### config.mk
export PLATFORM = sky130hd
export DESIGN_NAME = calc_alu_seq
export DESIGN_NICKNAME = d
export VERILOG_FILES = /design/src/rtl/calc_alu_seq.sv
export SDC_FILE = /design/constraint.sdc
export NUM_CORES = 1
export LEC_CHECK = 0
export CAP_MARGIN = 10
export CORE_ASPECT_RATIO = 1.4
export CORE_MARGIN = 1
export CORE_UTILIZATION = 45
export DETAILED_ROUTE_END_ITERATION = 10
export MAX_ROUTING_LAYER = met4
export PLACE_DENSITY_LB_ADDON = 0.12
export SYNTH_ARGS = -nofsm -noshare
export SYNTH_HDL_FRONTEND = slang
export SYNTH_SLANG_ARGS = --single-unit
### constraint.sdc
create_clock -name clock -period 19.1 [get_ports clock]
set_clock_uncertainty 0.2 [all_clocks]
set_input_delay 1.91 -clock clock [delete_from_list [all_inputs] [get_ports clock]]
set_output_delay 1.91 -clock clock [all_outputs]
set_load 0.1 [all_outputs]
### src/rtl/calc_alu_seq.sv
// calc_alu_seq: multi-cycle unsigned arithmetic unit of the calculator datapath.
// Latches two packed-hex operands on a start pulse and computes add, subtract,
// multiply (shift-add) or divide (restoring), presenting a registered result
// with carry/borrow/overflow and divide-by-zero status.
module calc_alu_seq #(
  parameter int WIDTH = 40
) (
  input  logic             clock,
  input  logic             reset,
  input  logic             C,
  input  logic             start,
  input  logic [1:0]       op,
  input  logic [WIDTH-1:0] A,
  input  logic [WIDTH-1:0] B,
  output logic [WIDTH-1:0] result,
  output logic             busy,
  output logic             done,
  output logic             ovf,
  output logic             err
);

  localparam int CW = $clog2(WIDTH);
  localparam logic [CW-1:0] CNT_LOAD = CW'(WIDTH - 1);

  typedef enum logic [1:0] {
    S_IDLE = 2'b00,
    S_RUN  = 2'b01,
    S_DONE = 2'b10
  } state_t;

  typedef enum logic [1:0] {
    OP_ADD = 2'b00,
    OP_SUB = 2'b01,
    OP_MUL = 2'b10,
    OP_DIV = 2'b11
  } op_t;

  // Control state
  state_t          state_q, state_d;
  logic [CW-1:0]   cnt_q,   cnt_d;
  op_t             op_q,    op_d;
  logic            dz_q,    dz_d;     // divide-by-zero result still to be written

  // Latched operands
  logic [WIDTH-1:0] a_q, a_d;
  logic [WIDTH-1:0] b_q, b_d;

  // Iteration registers: {hi, lo} is the 2*WIDTH partial product for multiply;
  // hi is the partial remainder and lo the dividend/quotient shift register for divide.
  logic [WIDTH-1:0] hi_q, hi_d;
  logic [WIDTH-1:0] lo_q, lo_d;

  // Next values of the visible status registers
  logic [WIDTH-1:0] result_d;
  logic             ovf_d;
  logic             err_d;

  // Single-cycle add/subtract
  logic [WIDTH:0]   add_sum;
  logic [WIDTH-1:0] sub_diff;

  // One shift-add multiply step: add A into the upper half when the current
  // multiplier bit is set, then shift the whole product right by one.
  logic [WIDTH:0]   mul_sum;
  logic [WIDTH-1:0] mul_hi_n;
  logic [WIDTH-1:0] mul_lo_n;

  // One restoring-divide step: shift the next dividend bit into the remainder,
  // subtract the divisor if it fits, and shift the resulting quotient bit in.
  logic [WIDTH:0]   div_shift;
  logic             div_ge;
  logic [WIDTH-1:0] div_diff;
  logic [WIDTH-1:0] div_hi_n;
  logic [WIDTH-1:0] div_lo_n;

  assign add_sum  = {1'b0, a_q} + {1'b0, b_q};
  assign sub_diff = a_q - b_q;

  assign mul_sum  = {1'b0, hi_q} + ({1'b0, a_q} & {(WIDTH + 1){lo_q[0]}});
  assign mul_hi_n = mul_sum[WIDTH:1];
  assign mul_lo_n = {mul_sum[0], lo_q[WIDTH-1:1]};

  assign div_shift = {hi_q, lo_q[WIDTH-1]};
  assign div_ge    = (div_shift >= {1'b0, b_q});
  // The difference is only used when it fits, so it is always below B and
  // the low WIDTH bits of the subtraction are exact.
  assign div_diff  = div_shift[WIDTH-1:0] - b_q;
  assign div_hi_n  = div_ge ? div_diff : div_shift[WIDTH-1:0];
  assign div_lo_n  = {lo_q[WIDTH-2:0], div_ge};

  assign busy = (state_q == S_RUN);
  assign done = (state_q == S_DONE) && !dz_q;

  // Next-state, datapath step and status update; clear key overrides everything.
  always_comb begin
    // NOTE: every signal gets its hold value first so no path leaves it unassigned (no latch).
    state_d  = state_q;
    cnt_d    = cnt_q;
    op_d     = op_q;
    dz_d     = dz_q;
    a_d      = a_q;
    b_d      = b_q;
    hi_d     = hi_q;
    lo_d     = lo_q;
    result_d = result;
    ovf_d    = ovf;
    err_d    = err;

    case (state_q)
      S_IDLE: begin
        if (start) begin
          a_d   = A;
          b_d   = B;
          op_d  = op_t'(op);
          cnt_d = CNT_LOAD;
          hi_d  = '0;
          lo_d  = (op_t'(op) == OP_DIV) ? A : B;
          if ((op_t'(op) == OP_DIV) && (B == '0)) begin
            // Skip RUN; the zero result is written on the following edge.
            dz_d    = 1'b1;
            state_d = S_DONE;
          end else begin
            state_d = S_RUN;
          end
        end
      end

      S_RUN: begin
        case (op_q)
          OP_ADD: begin
            result_d = add_sum[WIDTH-1:0];
            ovf_d    = add_sum[WIDTH];
            err_d    = 1'b0;
            cnt_d    = '0;
            state_d  = S_DONE;
          end
          OP_SUB: begin
            result_d = sub_diff;
            ovf_d    = (a_q < b_q);
            err_d    = 1'b0;
            cnt_d    = '0;
            state_d  = S_DONE;
          end
          OP_MUL: begin
            hi_d = mul_hi_n;
            lo_d = mul_lo_n;
            if (cnt_q == '0) begin
              result_d = mul_lo_n;
              ovf_d    = |mul_hi_n;
              err_d    = 1'b0;
              state_d  = S_DONE;
            end else begin
              cnt_d = cnt_q - CW'(1);
            end
          end
          OP_DIV: begin
            hi_d = div_hi_n;
            lo_d = div_lo_n;
            if (cnt_q == '0) begin
              result_d = div_lo_n;
              ovf_d    = 1'b0;
              err_d    = 1'b0;
              state_d  = S_DONE;
            end else begin
              cnt_d = cnt_q - CW'(1);
            end
          end
        endcase
      end

      S_DONE: begin
        if (dz_q) begin
          result_d = '0;
          ovf_d    = 1'b0;
          err_d    = 1'b1;
          dz_d     = 1'b0;
        end else begin
          state_d = S_IDLE;
        end
      end

      default: state_d = S_IDLE;
    endcase

    if (C) begin
      state_d  = S_IDLE;
      cnt_d    = '0;
      dz_d     = 1'b0;
      result_d = '0;
      ovf_d    = 1'b0;
      err_d    = 1'b0;
    end
  end

  // State, operand, iteration and status registers.
  always_ff @(posedge clock or posedge reset) begin
    if (reset) begin
      state_q <= S_IDLE;
      cnt_q   <= '0;
      op_q    <= OP_ADD;
      dz_q    <= 1'b0;
      a_q     <= '0;
      b_q     <= '0;
      hi_q    <= '0;
      lo_q    <= '0;
      result  <= '0;
      ovf     <= 1'b0;
      err     <= 1'b0;
    end else begin
      // NOTE: non-blocking assignments so every register samples the pre-edge values.
      state_q <= state_d;
      cnt_q   <= cnt_d;
      op_q    <= op_d;
      dz_q    <= dz_d;
      a_q     <= a_d;
      b_q     <= b_d;
      hi_q    <= hi_d;
      lo_q    <= lo_d;
      result  <= result_d;
      ovf     <= ovf_d;
      err     <= err_d;
    end
  end

endmodule
==> results of run 1 <==
## state kept, by name, summed over array words and instances (netlist names)
signal / cells
err: 1
hi_q: 40
b_q: 40
cnt_q: 6
a_q: 40
dz_q: 1
state_q: 2
ovf: 1
op_q: 2
lo_q: 40
result: 40
## placed cells by master (no fill, tap or decap), types with 46 or more instances in the layout
cell             count
nor3_1              46
a21o_1              56
xnor2_1             68
ha_1               162
inv_1              108
xor2_1              51
clkdlybuf4s50_1    129
o21ai_0            245
a21oi_1            253
dfrtp_1            211
nor2_1             158
nand2_1            451
and2_1              55
## metal layers
| layer | routed length [um] | vias to the layer above | part of all wire, % | track usage, % |
|---|---|---|---|---|
| li1 | - | 9432 | - | - |
| met1 | 33200 | 9796 | 44 | 45.0 |
| met2 | 35800 | 780 | 47 | 54.8 |
| met3 | 4460 | 117 | 5.8 | 2.14 |
| met4 | 2800 | 0 | 3.7 | 12.3 |
| met5 | 0 | - | 0 | - |
## path summary, 6_finish.rpt
check                              to  cells after the start
max in group asynchronous     op_q[1]                      3
max reg2reg                       ovf                     14
min in group asynchronous   result[5]                      2
min                        result[21]                      1
max                               ovf                     14
min reg2reg                result[21]                      1
## worst max-delay path, delay by kind of cell, from the launching register on
kind / cells / cell delay (ns)
buffers and inverters: 1 / 0.26
AND/OR/NAND/NOR: 7 / 2.39
flip-flops: 1 / 0.36
adder cells (fa/ha/maj): 1 / 0.52
XOR/XNOR: 1 / 0.19
AO/OA/AOI/OAI: 4 / 1.67
## logic make-up (layout without fill, tap and decap cells)
group                      count (synthesis)  count (layout)  share of synthesized area, %
xor gates and xnor gates                 119             119                          5.21
AOI/OAI and AO/OA                        863             863                          27.1
muxes                                     72              72                          4.86
buffers and inverters                    261             311                          4.96
and+or+nand+nor                          913             913                          20.7
DFF                                      213             213                          26.6
adders and majority gates                166             166                          10.5
## layout make-up
| cell class | count | area (um2) | share of cell area, % |
|---|---|---|---|
| multi-input cells | 2133 | 13700 | 61.0 |
| flip-flops and latches | 213 | 5330 | 23.7 |
| repair buffers | 156 | 1490 | 6.63 |
| clock inverters | 12 | 149 | 0.661 |
| well taps | 558 | 698 | 3.10 |
| clock buffers | 33 | 696 | 3.09 |
| inverters | 110 | 420 | 1.87 |
## per-stage QoR
step	util [%]	std cells	instance area (um2)	hold slack (ns)	worst slack [ns]
2_1_floorplan	-	2607	20000	0.270	11.17
3_3_place_gp	49.3	3170	21700	0.282	13.43
3_5_place_dp	49.3	3170	21700	0.283	13.37
4_1_cts	51.3	3215	22500	0.302	13.34
5_1_grt	51.3	3215	22500	0.321	13.20
6_report	51.3	3215	22500	0.298	13.39
==> results, run 1 <==
- The die span in y is 251 um.
- The first routing iteration left between 2000 and 2500 violations.
- The most used flip-flop cell after synthesis is dfrtp_1.
- The number of vias per cell after detailed routing is about 6.3.
- The deepest level of the CTS H-tree is 1.
- In this run the critical register-to-register path is launched from lo_q[0].
- The pin slew with the least headroom to its limit is 1.09 ns.
- In the global route stage, overall resource usage came out at between 30% and 40%.
- In the synthesized netlist, the number of instances is 2607.
- The minimum period implied by the final worst setup slack is 5.71 ns.
- After detailed routing, the average wire length per cell comes to approximately 24 um.
- The root cell of the clock tree is clkbuf_16.
- The signal on the critical path passes through buf_4, and2_1, ha_1, and4_1, nand2_1, a2111oi_1, nor3b_2, xnor2_1, or4_1, or4b_1, or4b_1, o41ai_2, o2111ai_1, a32o_1.
- The layout overhead on the synthesized area is 12.6%.
- The diode insertion count for antenna repair is 0.
- The post-detailed-route count of antenna-violating nets is 0.
- Cells with a size suffix above 1 make up 6.17% of the layout.
- The number of different library cells used by synthesis comes to 83.
- By area the synthesized netlist is led by dfrtp_1 27%, ha_1 10%, nand2_1 8.5%.
- After filler insertion, the fill cell instance count of the layout stands at 4316.
- The data required time at the worst endpoint is 19.33 ns.
- The source-to-sink clock delay at the later pin of the worst-skew pair is between 0.5 and 0.6 ns.
- The die area is 45300 um2.
- The pre-antenna-repair detailed-routing pass consisted of 5 iterations.
- In the routed design, unresolved DRC markers number 0.
- Once the floorplan was initialized, standard cells occupied 45.5% of the core.
- For the final routed database, the setup TNS stands at 0 ns.
- The final weighted congestion of routability-driven global placement is 1.01.
- The mean cell area of the mapped netlist is 7.67 um2.
- Clock-pin slew was measured on the worst setup and hold paths at 0.06 ns.
- The count of buffers added on input and output ports is 129.
- The kind of end point of the critical path is a register.
- The synthesized design spends more area on one cell type than any other, namely dfrtp_1.
- The HPWL reported at the end of detailed placement is 59.8 mm.
- The number of flops mapped to enable cells by yosys is 0.
- The slowest stage of the critical path is the a2111oi_1 cell.
- The total grt overflow is 0.
- Setup violations remaining at the end of the flow were counted as 0.
- Max-cap violations in this run came to 0.
- The count of pins on the block boundary is 130.
- In this run the register-to-register setup slack is 13.39 ns.
- Static timing analysis puts the maximum clock frequency at 0.175 GHz.
- The number of max-slew violations in the final report was 0.
- The longest clock path from root to sink contains 3 buffers.
- The floorplan has 91 rows.
- Setup repair after global routing left no endpoint under its margin.
- Entering global routing, the biggest net connects 90 pins.
- The commonest cells after synthesis are 453 x nand2_1, 254 x a21oi_1, 245 x o21ai_0.
- After the last flow step, the layout net total stands at a little under 3000.
- The critical path starts at lo_q[0].
- The fraction of registers with async set/reset is 100%.
- The initial antenna violation count is 0.
- The area share of the largest cell type after synthesis is 26.6%.
- The headroom to the max-slew limit is 27.4%.
- The width of the die is 180 um.
- The number of cells upsized or downsized after cts is 0.
- The via count of the first global-routing pass was 19200.
- The total via count after detailed routing is roughly 20000.
- The mapped netlist covers 20000 um2.
- The area inside the core boundary is 43900 um2.
- The worst setup path is launched from a register.
- The synthesized netlist net count is 2859.
- In the finished design, the share of the clock period the worst path needs comes to between 20% and 30%.
- The largest fanout of any net on the critical path is 43.
- The sequential cell area fraction in the yosys report is 26.6%.
- The aggregate routed wire length is 76.3 mm.
- The most common cell in the synthesized netlist is nand2_1.
- Data on the critical path arrives at its endpoint at 5.95 ns.
- The critical hold path startpoint is result[21].
- In this design, the stage delay of the slowest critical-path cell is about 0.94 ns.
- Counting stages on the worst path, the most repeated cell is or4b_1.
- The hold violation total from the final report is 0.
- The type of the tightest min-delay check is register to register.
- The first global-routing pass estimated 116 mm of wire.
- The run finished with clean final reports.
- The hold buffer count at CTS is 0.
- By startpoint and endpoint, the worst setup path is classified as register to register.
- The synthesis-stage register bit count is 213.
- The CTS buffer count is 25.
- The post-CTS setup buffer count is 0.
- TritonCTS built the clock tree.
- The clock net sink count is 213.
- The total of warnings raised by yosys is 0.
Power of run 1 is left out: the tool's default activity adds up to more than one toggle a clock period on the data nets, which glitch-free logic cannot reach.
==> inputs of run 2 (changes only) <==
==> constraint.sdc (replaced) <==
create_clock -name clock -period 6 [get_ports clock]
set_clock_uncertainty 0.2 [all_clocks]
set_input_delay 0.6 -clock clock [delete_from_list [all_inputs] [get_ports clock]]
set_output_delay 0.6 -clock clock [all_outputs]
set_load 0.1 [all_outputs]
==> run 2 against run 1 <==
Fmax is 9.2% higher. Routed wire length shrank 0.22%. Critical path type unchanged. Worst setup slack worse by 13 ns. Core utilization rose by 0.094 points. Flip-flop and latch count did not move. Sequential share of layout area is essentially flat. Clock-buffer cell count decreased by 1. First-iteration DRC count decreased by 22%. Highest routed layer unchanged. Largest cell class unchanged.
==> results, run 2 (synthesized netlist as in run 1, its figures left out) <==
- The flow ran to the end, and the final reports show no timing, DRC or antenna violations.
- The effective utilization at floorplan is 45.5% (unchanged).
- STA classifies the critical path startpoint as a register.
- The number of cells upsized or downsized after cts is 0 (unchanged).
- The die span in y is 251 um (unchanged).
- The final net count is 2899 (+0.28%).
- Compared with the post-synthesis result, the final layout area differs by 12.8%.
- The pin slew with the least headroom to its limit is 1.05 ns (-0.0311 ns).
- The end-of-flow core utilization is 51.4% (+0.094 points).
- The DRC violation total after the first TritonRoute iteration came to 1619 (-22%).
- The register-to-register path setup slack was 0.77 ns (-12.62 ns).
- The worst hold path belongs to the class register to register.
- The largest fanout of any net on the critical path was 8 (-81%).
- The source-to-sink clock delay at the later pin of the worst-skew pair is 0.55 ns (about the same).
- The number of vias per cell after detailed routing is 6.21 (-0.73%).
- The count of pins on the block boundary is 130 (unchanged).
- The critical path is of the register to register type.
- The area inside the core boundary is 43900 um2 (unchanged).
- The aggregate routed wire length is 76.1 mm (-0.22%).
- The terminating pin of the worst hold path is result[0].
- The aggregate negative setup slack was 0 ns (unchanged).
- The number of buffer cells added on primary ports is 129 (unchanged).
- The global-route total usage across every layer is 34.3% (+0.30 points).
- The initial antenna violation count came to 0 (unchanged).
- The total grt overflow is 0 (unchanged).
- The deepest level of the CTS H-tree is 1 (unchanged).
- The clock net sink count came to 213 (unchanged).
- The total instance count after detailed placement is 3178 (+0.25%).
- In this run the most critical hold path is launched from result[0].
- The die area came to 45300 um2 (unchanged).
- The post-detailed-route count of antenna-violating nets is 0 (unchanged).
- The worst reg2reg path endpoint is ovf.
- The post-CTS setup buffer count was 0 (unchanged).
- The period utilization is 87.2% (+57 points).
- STA classifies the critical path endpoint as a register.
- The fraction of layout instances using a drive strength above 1 is 6.45% (+0.28 points).
- The clock slew seen by the registers of the worst setup and hold paths was 0.06 ns (about the same).
- The via count of the first global-routing pass is 19300 (+0.76%).
- The number of iterations in the first detailed-routing pass is 7 (+2).
- The max-cap check violation count came to 0 (unchanged).
- The number of buffers on the longest clock path is 3 (unchanged).
- The startpoint of the worst-slack reg-to-reg timing path is lo_q[0].
- The number of standard-cell rows in the floorplan is 91 (unchanged).
- The maximum number of pins on one net before global-route repair was 143 (+59%).
- The average wire per standard cell is 23.6 um (-0.46%).
- The commonest non-fill, non-tap cell in the layout is nand2_1.
- The post-place instance area is 21800 um2 (+0.35%).
- The first-pass GRT wire length is 117 mm (+0.93%).
- The TritonCTS clock tree is built.
- The root cell of the clock tree is clkbuf_16.
- The data required time at the worst endpoint came to 6.23 ns (-13.10 ns).
- The minimum period implied by the final worst setup slack is 5.23 ns (-0.480 ns).
- The number of max-slew violations in the final report is 0 (unchanged).
- The final weighted congestion of routability-driven global placement is 1.02 (+1.5%).
- The number of failing setup endpoints in the final timing report is 0 (unchanged).
- The CTS buffer count is 25 (unchanged).
- The detailed-route DRC error count is 0 (unchanged).
- The highest attainable clock frequency came to 0.191 GHz (+9.2%).
- In the layout the commonest cells are 451 x nand2_1, 253 x a21oi_1, 245 x o21ai_0.
- The headroom to the max-slew limit is 29.7% (+2.3 points).
- The hold buffer count at CTS is 0 (unchanged).
- The arrival time at the worst endpoint is 5.47 ns (-0.48 ns).
- Setup repair after global routing left no endpoint under its margin.
- The non-filler instance count after layout came to 3223 (+0.25%).
- The cell depth of the worst hold path is 2 (+1).
- The total via count after detailed routing is 20000 (-0.49%).
- The width of the die is 180 um (unchanged).
- The summed area of non-filler cells in the final layout was 22600 um2 (+0.18%).
- The HPWL reported at the end of detailed placement is 60.9 mm (+1.7%).
- The diode insertion count for antenna repair came to 0 (unchanged).
- The hold violation total from the final report is 0 (unchanged).
- The count of cells along the worst register-to-register path is 15 (+1).
## run 2: metal layers
layer | routed length, um | track usage (%) | up-vias
met3 | 3950 | 2.32 | 136
li1 | - | - | 9464
met5 | 0 | - | -
met1 | 34000 | 45.9 | 9763
met2 | 35000 | 54.2 | 664
met4 | 3180 | 13.5 | 0
## run 2: worst max-delay path by stage
stage | from | endpoint | slack (ns) | cells past startpoint
floorplan | lo_q[0] | ovf | 1.34 | 15
global placement | lo_q[0] | ovf | 0.85 | 15
detailed placement | lo_q[0] | ovf | 0.80 | 14
CTS | lo_q[0] | ovf | 0.77 | 14
global route | lo_q[0] | ovf | 0.56 | 14
finish | lo_q[0] | ovf | 0.77 | 15
## run 2: stage by stage
stage | setup slack [ns] | hold slack [ns]
5_1_grt | 0.559 | 0.318
2_1_floorplan | 1.34 | 0.270
6_report | 0.765 | 0.296
4_1_cts | 0.772 | 0.298
3_5_place_dp | 0.803 | 0.279
3_3_place_gp | 0.848 | 0.282
## run 2: area by class of cell
cell class / instances / area [um2]
timing repair buffer: 164 / 1580
multi-input combinational: 2133 / 13700
sequential: 213 / 5330
inverter: 110 / 417
tap: 558 / 698
fill: 4343 / 21400
clock buffer: 32 / 682
clock inverter: 13 / 128
## run 2: critical path, stage by stage (launching register included)
cell and delay, ns:
dfrtp_1 0.45, and2_1 0.16, ha_1 0.17, inv_1 0.06, fa_1 0.40, nand2b_1 0.19
a211oi_1 0.63, o21ai_0 0.24, nand2_1 0.26, xor2_1 0.13, nor4_1 0.45, or4b_1 0.51
or4b_1 0.58, o41ai_2 0.23, o2111ai_1 0.16, a32o_1 0.30
Power of run 2 is left out for the same reason.
==> patch 1, RTL diff (settings of run 2) <==
Register the outputs `busy` and `done`, with the module's reset; this adds one clock of latency there. The other outputs are not delayed to match.
--- a/src/rtl/calc_alu_seq.sv
+++ b/src/rtl/calc_alu_seq.sv
@@ -88,8 +88,15 @@
   assign div_hi_n  = div_ge ? div_diff : div_shift[WIDTH-1:0];
   assign div_lo_n  = {lo_q[WIDTH-2:0], div_ge};
 
-  assign busy = (state_q == S_RUN);
-  assign done = (state_q == S_DONE) && !dz_q;
+  always_ff @(posedge clock or posedge reset) begin
+    if (reset) begin
+      busy <= '0;
+      done <= '0;
+    end else begin
+      busy <= (state_q == S_RUN);
+      done <= (state_q == S_DONE) && !dz_q;
+    end
+  end
 
   // Next-state, datapath step and status update; clear key overrides everything.
   always_comb begin
Formal check against the unedited RTL: not equivalent (a bounded check fails within 4 cycles, from zero or initial values and one cycle with reset high).
==> patch 1 against run 2 <==
Final cell count is 2.3% lower; die area fell by 1.5%; utilization increased by 0.42 points; area after synthesis fell by 1.5%; design area down 1.1%; setup slack got worse by 0.024 ns; wire length is 3.7% lower; sequential cell count rose by 2; highest routed layer unchanged.
==> patch 1: results (changes against run 2) <==
Drt
  – 1st-pass router iterations: 6 (-1)
  – Met2 wire length: 34.2 mm (-2.2%)
  – Met3 wire len: 3.64 mm (-7.8%)
  – DRT iter0 DRCs: 1461 (-9.8%)
  – Routed WL per cell: 23.3 um (-1.4%)
  – M1 WL: 33.1 mm (-2.6%)
  – Vias per inst: 6.10 (-1.8%)

Place
  – Area after DPL: 21500 um^2 (-1.3%)
  – Setup WS pre-CTS: 0.814 ns (+0.0116 ns)
  – Detail Placement HPWL: 57.6 mm (-5.4%)
  – Final GP Congestion: 1.03 (+1.2%)
  – Post-placement cell count: 3101 (-2.4%)
  – PortBufs: 129 (unchanged)

Global routing
  – Initial antenna violation count: 1 (+1)
  – Global Route Usage Sum: 0.336 (-0.00656)
  – Met2 GRT Util: 0.530 (-0.0118)
  – M1 GR Usage: 0.452 (-0.00624)
  – Largest net degree at the start of global routing: 160 (+12%)
  – GR peak layer: met2
  – Vias in the first global route: 18.7k (-3.3%)
  – Grt met3 use: 0.0323 (+0.00906)
  – Global-route wire length before repair: 111 mm (-4.5%)

Critical path
  – Slowest CP cell: a21oi_1
  – CP max stage delay: 0.62 ns
  – Delay-heaviest family, CP: simple AND/OR/NAND/NOR gates
  – Crit Path Max Fanout: 31 (+23)

Floorplanning
  – Initial Util: 0.457 (+0.00161)

Clock network
  – Post-CTS Resized: 0 (unchanged)
  – Clk slew on worst S/H paths: 0.06 ns (about the same)
  – H-Tree Depth: 1 (unchanged)
  – CTS root buf: clkbuf_16
  – Worst-skew pair later-pin latency: 0.57 ns (+0.02 ns)
  – Setup Fix Bufs, Post-CTS: 0 (unchanged)
  – CTS max path bufs: 3 (unchanged)

Layout
  – Filler cells: 4217 (-2.9%)
  – Layout cells sized above 1: 0.0640 (-0.000571)
  – FF+latch area: 5380 um^2 (+0.94%)
  – Finished Layout Cells: 3148 (-2.3%)
  – Nets@finish: 2828 (-2.4%)

Pwr
  – Clk power: 1.65 mW
  – Lkg Pwr: 10.1 nW
  – Peak supply drop: 0.278 mV
  – Pwr Total: 15.2 mW

Outcome
  – Status: finished clean

Synthesis
  – Post-synth top cells: nand2_1, a21oi_1, o21ai_0
  – Sequential cell area fraction in the yosys report: 0.273 (+0.00665)
  – Ranking of synthesized cells by area: dfrtp_1, ha_1, nand2_1
  – Synth Instances: 2528 (-3.0%)
  – Synth async-reset ratio: 1.00 (unchanged)
  – Distinct cell type count after synthesis: 86 (+3.6%)

Hold path
  – Hold Crit Class: in -> async

Timing
  – Worst Tran Pin Value: 1.08 ns (+0.0303 ns)
patch 1: cell families after synthesis:
logic type	count (synthesis)	share of synthesized area
AOI/OAI and AO/OA	834	0.268
xor gates and xnor gates	127	0.0565
adders and majority gates	166	0.107
buffers and inverters	245	0.0474
DFF	215	0.273
muxes	79	0.0518
and+or+nand+nor	862	0.196
patch 1: final cells by class:
class,count,area share
Inverter,107,0.0182
Timing Repair Buffer,159,0.0690
Clock buffer,30,0.0289
Tap cell,552,0.0309
Multi-Input combinational cell,2068,0.602
Sequential cell,215,0.241
Clock inverter,16,0.00964
Antenna cell,1,0.000112
patch 1: final timing paths:
path	start	to	slack (ns)	depth (start not counted)
max in group asynchronous	reset	op_q[0]	4.07	3
min reg2reg	result[30]	result[30]	0.27	2
max reg2reg	lo_q[0]	ovf	0.74	15
min in group clock	result[30]	result[30]	0.27	2
min	reset	result[1]	0.15	2
max	lo_q[0]	ovf	0.74	15
==> patch 2, RTL diff (flow settings as in run 2) <==
Made on the original files. Change the parameter `WIDTH` from 40 to 20.
--- a/src/rtl/calc_alu_seq.sv
+++ b/src/rtl/calc_alu_seq.sv
@@ -3,7 +3,7 @@
 // multiply (shift-add) or divide (restoring), presenting a registered result
 // with carry/borrow/overflow and divide-by-zero status.
 module calc_alu_seq #(
-  parameter int WIDTH = 40
+  parameter int WIDTH = 20
 ) (
   input  logic             clock,
   input  logic             reset,
Interface: changed (resized A, B and result); port bits go from 130 to 70. No check against the original RTL was run, so the function may have changed too.
==> patch 2 against run 2 <==
Design area is 52% lower; area after synthesis is 51% lower; wire length is 58% lower; utilization hardly changed; sequential share of layout area is 2.1 points higher; sequential cell count is 101 lower; setup slack better by 1.2 ns; critical path type unchanged; critical path depth is 3 lower.
==> patch 2: results (changes against run 2) <==
Place
  – Setup WS pre-CTS: 1.99 ns (+1.19 ns)
  – PortBufs: 69 (-47%)
  – Area after DPL: 10600 um^2 (-51%)
  – Final GP Congestion: 0.927 (-9.1%)
  – Detail Placement HPWL: 24.4 mm (-60%)

Global routing
  – Global Route Usage Sum: 0.306 (-0.0364)
  – Grt met3 use: 0.0402 (+0.0170)
  – Global-route wire length before repair: 50.3 mm (-57%)
  – Vias in the first global route: 8849 (-54%)
  – M1 GR Usage: 0.367 (-0.0915)
  – Met2 GRT Util: 0.521 (-0.0205)
  – Largest net degree at the start of global routing: 68 (-52%)

Clock network
  – CTS max path bufs: 2 (-1)
  – H-Tree Depth: 3 (+2)
  – Num CTS Buffers: 9 (-64%)
  – Worst-skew pair later-pin latency: 0.38 ns (-0.17 ns)

Drt
  – Met2 wire length: 16.0 mm (-54%)
  – DRT iter0 DRCs: 532 (-67%)
  – WL final: 31.9 mm (-58%)
  – Routed WL per cell: 21.1 um (-11%)
  – Vias per inst: 6.04 (-2.7%)
  – Met3 wire len: 1.64 mm (-59%)
  – M1 WL: 13.3 mm (-61%)

Synthesis
  – Post-Synth Adder-Cell Area: 0.114 (+0.00862)
  – Synth Instances: 1219 (-53%)
  – Ranking of synthesized cells by area: dfrtp_1, ha_1, nand2_1
  – Post-synth top cells: nand2_1, a21oi_1, o21ai_0
  – Sequential cell area fraction in the yosys report: 0.289 (+0.0223)
  – Distinct cell type count after synthesis: 69 (-17%)
  – Complex-gate fraction of the synthesized area: 0.250 (-0.0213)
  – Synth Area in XOR/XNOR: 0.0442 (-0.00789)

Timing
  – Fin Setup TNS: 0 ns (unchanged)
  – Fmax: 247 MHz (+29%)
  – Worst Tran Pin Value: 0.985 ns (-0.0695 ns)

Layout
  – Fin util: 0.513 (about the same)
  – Clock buffer count: 12 (-63%)
  – Clock-cell share: 0.0261 (-0.00977)
  – Seq cells: 112 (-47%)
  – Filler cells: 2026 (-53%)
  – Sequential fraction of total cell area: 0.258 (+0.0214)
  – Non-CTS inverters: 57 (-48%)
  – Multi-input gate count: 987 (-54%)
  – Nonclk buf count: 80 (-51%)
  – Non-clk buf share: 0.0711 (+0.00109)
  – Multi-input logic area: 6480 um^2 (-53%)
  – Nets@finish: 1379 (-52%)

Critical path
  – R2R depth: 12 (-3)
  – Crit Path Max Fanout: 23 (+15)
  – Slowest CP cell: dfrtp_1
  – Delay-heaviest family, CP: simple AND/OR/NAND/NOR gates
  – CP max stage delay: 0.61 ns (-0.02 ns)

Outcome
  – Status: finished clean
patch 2: cell types whose count changed after synthesis, sizes merged, moves of 31 or more:
cell,run 2,this run
xor2,51,13
a211oi,43,9
nor2,162,58
a21oi,257,118
xnor2,68,36
nand2,453,199
dfrtp,213,112
clkbuf,132,58
and2,55,23
ha,162,82
inv,110,56
a21o,56,25
o21ai,249,118
patch 2: worst min-delay path by stage:
| stage | startpoint | end | slack, ns | cells past startpoint |
|---|---|---|---|---|
| 2_1_floorplan | lo_q[19] | lo_q[19] | 0.27 | 2 |
| 3_3_place_gp | result[6] | result[6] | 0.26 | 2 |
| 3_5_place_dp | result[6] | result[6] | 0.26 | 2 |
| 4_1_cts | result[6] | result[6] | 0.28 | 2 |
| 5_1_grt | result[6] | result[6] | 0.29 | 2 |
| 6_report | result[6] | result[6] | 0.27 | 2 |
